### src/rtl/cont_pkg.sv
// Shared constants and sizing helper for the up/down counter family.
package cont_pkg;

    localparam logic DIR_UP   = 1'b0;
    localparam logic DIR_DOWN = 1'b1;

    localparam int MODE_WRAP = 0;
    localparam int MODE_SAT  = 1;

    // Bits needed to hold the values 0..n-1; returns 0 for n <= 1.
    function automatic int clog2(input int n);
        int r;
        r = 0;
        for (int i = 0; i < 32; i++) begin
            if ((64'd1 << r) < 64'(n)) r = r + 1;
        end
        return r;
    endfunction

endpackage

### src/rtl/cont_presc_tick.sv
// Prescaler for cont_updown_mod: counts enabled cycles and raises tick every DIV-th one.
// Latency: tick is a combinational decode of the count; clr takes priority over en.
import cont_pkg::*;

module cont_presc_tick #(
    parameter int DIV = 1
) (
    input  logic clk,
    input  logic rst,
    input  logic en,
    input  logic clr,
    output logic tick
);

    localparam int PW_RAW = clog2(DIV);
    localparam int PW     = (PW_RAW < 1) ? 1 : PW_RAW;
    localparam logic [PW-1:0] LAST = PW'(DIV - 1);

    logic [PW-1:0] cnt;

    assign tick = (cnt == LAST);

    always_ff @(posedge clk or negedge rst) begin
        if (!rst) begin
            cnt <= '0;
        end else if (clr) begin
            cnt <= '0;
        end else if (en) begin
            cnt <= tick ? '0 : cnt + 1'b1;
        end
    end

endmodule

### src/rtl/cont_updown_mod.sv
// Parametrised up/down counter with load, wrap/saturate, terminal-count pulse and limit flags.
// Optional prescaler enabled by defining CONT_PRESC_EN; otherwise every enabled cycle steps.
import cont_pkg::*;

module cont_updown_mod #(
    parameter int WIDTH     = 4,
    parameter int MAX_VAL   = 2**WIDTH - 1,
    parameter int SAT       = 0,
    parameter int PRESC_DIV = 1
) (
    input  logic             clk,
    input  logic             rst,
    input  logic             en,
    input  logic             ctrl,
    input  logic             load,
    input  logic [WIDTH-1:0] din,
    output logic [WIDTH-1:0] sal,
    output logic             tc,
    output logic             at_max,
    output logic             at_zero
);

    localparam logic [WIDTH-1:0] MAXV = WIDTH'(MAX_VAL);

    logic tick;

`ifdef CONT_PRESC_EN
    cont_presc_tick #(
        .DIV (PRESC_DIV)
    ) u_presc (
        .clk  (clk),
        .rst  (rst),
        .en   (en),
        .clr  (load),
        .tick (tick)
    );
`else
    // An illegal divider (< 1) simply never steps.
    assign tick = (PRESC_DIV >= 1);
`endif

    assign at_max  = (sal == MAXV);
    assign at_zero = (sal == '0);

    always_ff @(posedge clk or negedge rst) begin
        if (!rst) begin
            sal <= '0;
            tc  <= 1'b0;
        end else if (load) begin
            sal <= (din > MAXV) ? MAXV : din;
            tc  <= 1'b0;
        end else if (en && tick) begin
            if (ctrl == DIR_UP) begin
                if (sal >= MAXV) begin
                    tc <= 1'b1;
                    if (SAT != MODE_SAT) sal <= '0;
                end else begin
                    sal <= sal + 1'b1;
                    tc  <= 1'b0;
                end
            end else begin
                if (sal == '0) begin
                    tc <= 1'b1;
                    if (SAT != MODE_SAT) sal <= MAXV;
                end else begin
                    sal <= sal - 1'b1;
                    tc  <= 1'b0;
                end
            end
        end else begin
            tc <= 1'b0;
        end
    end

endmodule

### config.mk
export PLATFORM = sky130hd
export DESIGN_NAME = cont_updown_mod
export DESIGN_NICKNAME = d
export VERILOG_FILES = /design/src/rtl/cont_pkg.sv /design/src/rtl/cont_presc_tick.sv /design/src/rtl/cont_updown_mod.sv
export SDC_FILE = /design/constraint.sdc
export NUM_CORES = 1
export LEC_CHECK = 0
export ABC_CLOCK_PERIOD_IN_PS = 1900
export CORE_AREA = 2 2 39 41
export CTS_CLUSTER_DIAMETER = 150
export DETAILED_ROUTE_END_ITERATION = 8
export DIE_AREA = 0 0 41 43
export MAX_ROUTING_LAYER = met4
export PLACE_DENSITY_LB_ADDON = 0.15
export REMOVE_ABC_BUFFERS = 1
export SLEW_MARGIN = 5
export SYNTH_ARGS = -nofsm -noshare
export SYNTH_HDL_FRONTEND = slang
export SYNTH_SLANG_ARGS = --single-unit
### constraint.sdc
create_clock -name clk -period 1.9 [get_ports clk]
set_input_delay 0.38 -clock clk [delete_from_list [all_inputs] [get_ports clk]]
set_output_delay 0.38 -clock clk [all_outputs]
set_load 0.01 [all_outputs]
==> summary.md, run 1 <==
| Metric | Value |
|---|---|
| Largest net degree at the start of global routing | 10 |
| Final WL | 940 um |
| TritonCTS Sinks | 5 |
| Ys Warns | 0 |
| DR vias/cell | 4.89 |
| Initial Util | 28.7% |
| Final ANT Viol Nets | 0 |
| RSZ-0062 raised after global routing | no |
| Reg-to-reg endpoint | sal[3]$_DFFE_PN0P_ |
| Site row count | 14 |
| Synth top area share | 31.5% |
| Leak Pwr | about 0.00028 uW |
| NumNets Final | 78 |
| Synth top area cells | dfrtp_1 32%, ha_1 6.3%, buf_6 5.7%, mux2_2 5.7%, inv_1 4.7% |
| Synth area leader | dfrtp_1 |
| # hold bufs at CTS | 0 |
| Setup TNS | 0 ns |
| Placement Cell Area | 582 um2 |
| CP startpoint | sal[1]$_DFFE_PN0P_ |
| Gr usage total | a little over an eighth |
| Slew headroom | 80.5% |
| Crit start category | register |
| Final GP Congestion | 0.778 |
| CP max stage delay | 0.47 ns |
| Post-route cell area | between 600 and 700 um2 |
| Slew Viols, Final | 0 |
| Mapped Avg Cell Area | 9.22 um2 |
| 1st-iter DRT viols | 7 |
| Worst r2r path cells | 6 |
| Die X-Extent | 41 um |
| DRC viols | 0 |
| DR vias | 401 |
| Clock buffer depth | 2 |
| Area Overhead vs Synth | 54.3% |
| CTS tree | built |
| Crit path to | sal[1] |
| FF-to-FF setup slack | 0.30 ns |
| First-pass GRT wire length | 1530 um |
| Gr ovfl total | 0 |
| Worst slew pin tran | 0.292 ns |
| Synth Instances | 43 |
| Async SR Flop Fraction | 100% |
| Power per cell area | ~700 nW/um2 |
| Clk_skew | 0.00156 ns |
| Synth top cells by count | 5 x dfrtp_1, 5 x inv_1, 5 x nand2_1 |
| Drt pass-1 iters | 3 |
| Worst setup EP type | output pin |
| Maximum VDD drop | ~0.00036 V |
| Max Clock Freq | 565 MHz |
| Post-synthesis cell area | 397 um2 |
| Post-synth EDFFs | 0 |
| Final Power | 429 uW |
| Register area share after synthesis | 31.5% |
| Outcome | finished clean |
| FF-to-FF Start | sal[1]$_DFFE_PN0P_ |
| Setup ws final | 0.129 ns |
| # Max-Cap Violations | 0 |
| Crit Path Class | reg2out |
| Die Height | ~43 um |
| Most common cell on crit path | buf_4 |
| Layout cell share with drive strength beyond 1 | 19.7% |
| Post-synthesis register bit count | 5 |
| Die area | approximately 1800 um2 |
| Number of global-route vias before repair | slightly below 400 |
| Buffers on Ports | 15 |
| Clock slew seen by the registers of the worst setup and hold paths | 0.04 ns |
| Hold Crit Class | in2async |
| Antenna cell count | 0 |
| Pre-CTS setup slack | 0.116 ns |
| Final Cycle Share | 93.2% |
| Unique masters post-synth | 24 |
| Max FO, Critical Path | 5 |
| Core Region | 1380 um2 |
| CTS Buf Count | 3 |
| Req. time, crit path | 1.52 ns |
| H-Tree Level Count | 1 |
| Ys flop type | dfrtp_1 |
| Worst-skew pair later-pin latency | 0.24 ns |
| Slowest cell on the critical path | clkdlybuf4s50_1 |
| Root buf cell | clkbuf_4 |
| HPWL after detailed placement | 739 um |
| IO Pins | 16 |
| Final hold vios | 0 |
| Hold slack final | 0.373 ns |
| Cells along the critical path | buf_4 > buf_4 > clkdlybuf4s50_1 |
| Final setup viols | 0 |
| Initial antenna violation count | 0 |
| Drt wl/cell | 11.5 um |
| Fin crit period | 1.77 ns |
| CP arrival | ~1.4 ns |
## metrics by stage
stage	instances	utilization (%)
final	82	44.2
after global routing	82	44.2
after CTS	82	44.5
after detailed placement	77	42.0
after global placement	77	42.0
after floorplan	41	-
## cells in the final DEF, fill, tap and decap left out, types with 2 or more instances in the layout
cell type / count
buf_4: 6
clkbuf_4: 3
clkdlybuf4s50_1: 13
dfrtp_1: 5
inv_1: 5
mux2_2: 2
nand2_1: 5
o21ai_0: 3
o21ai_1: 2
xnor2_1: 2
## state kept, by name (all words and copies together) (netlist names)
| name | cells |
|---|---|
| sal | 4 |
| tc | 1 |
## critical path: cells and delay by family (launching register included)
kind / cells / cell delay [ns]
buf+inv: 3 / 0.76
flops: 1 / 0.39
## where the power goes
part           total (uW)  internal, uW  leakage [uW]  switching (uW)
Combinational         170           101      0.000207            69.2
Sequential            140           120     0.0000615            20.1
Clock                 119          79.1     0.0000150            39.7
Total                 429           300      0.000283             129
## routing by layer
layer  GRT usage, %  up-vias  wire (um)
li1               -      202          -
met1           15.7      186        448
met2           19.7       13        435
met3           7.85        0         56
met4           4.00        0          0
met5              -        -          0
## timing repair
action,4_1_cts,5_1_grt
gates resized for setup,3,2
gates cloned,0,0
endpoints found under the hold margin,0,0
endpoints found under the setup margin,2,1
setup buffers,1,0
## area by class of cell
type | instances | area (um2)
fill | 150 | 772
sequential | 5 | 125
multi-input combinational | 31 | 233
tap | 16 | 20.0
clock buffer | 4 | 26.3
timing repair buffer | 21 | 189
inverter | 5 | 18.8
## kinds of logic (layout without fill, tap and decap cells)
family          Yosys count  after routing  synth area share (%)
compound gates           10             10                  17.4
xor+xnor                  2              2                  4.42
fa+ha+maj                 2              2                  6.31
buf+inv                   7             30                  10.4
flops                     5              5                  31.5
mux                       4              4                  11.0
simple gates             13             13                  18.9
## worst min-delay path by stage
stage               start                  to  slack, ns  cells after the start
detailed placement    rst        tc$_DFF_PN0_       0.63                      1
global route          rst  sal[3]$_DFFE_PN0P_       0.39                      1
CTS                   rst        tc$_DFF_PN0_       0.37                      1
global placement      rst  sal[3]$_DFFE_PN0P_       0.63                      1
finish                rst        tc$_DFF_PN0_       0.37                      1
floorplan             rst  sal[0]$_DFFE_PN0P_       0.08                      0
Note: power is estimated with default switching activity, not from simulation.
==> run 2: changes to the inputs <==
Settings changed: SYNTH_HIERARCHICAL from default to 1.
==> results of run 2 <==
Final layout, timing and power as in run 1 (identical DEF).
Main changes from that run: Yosys warning count 0 -> 6
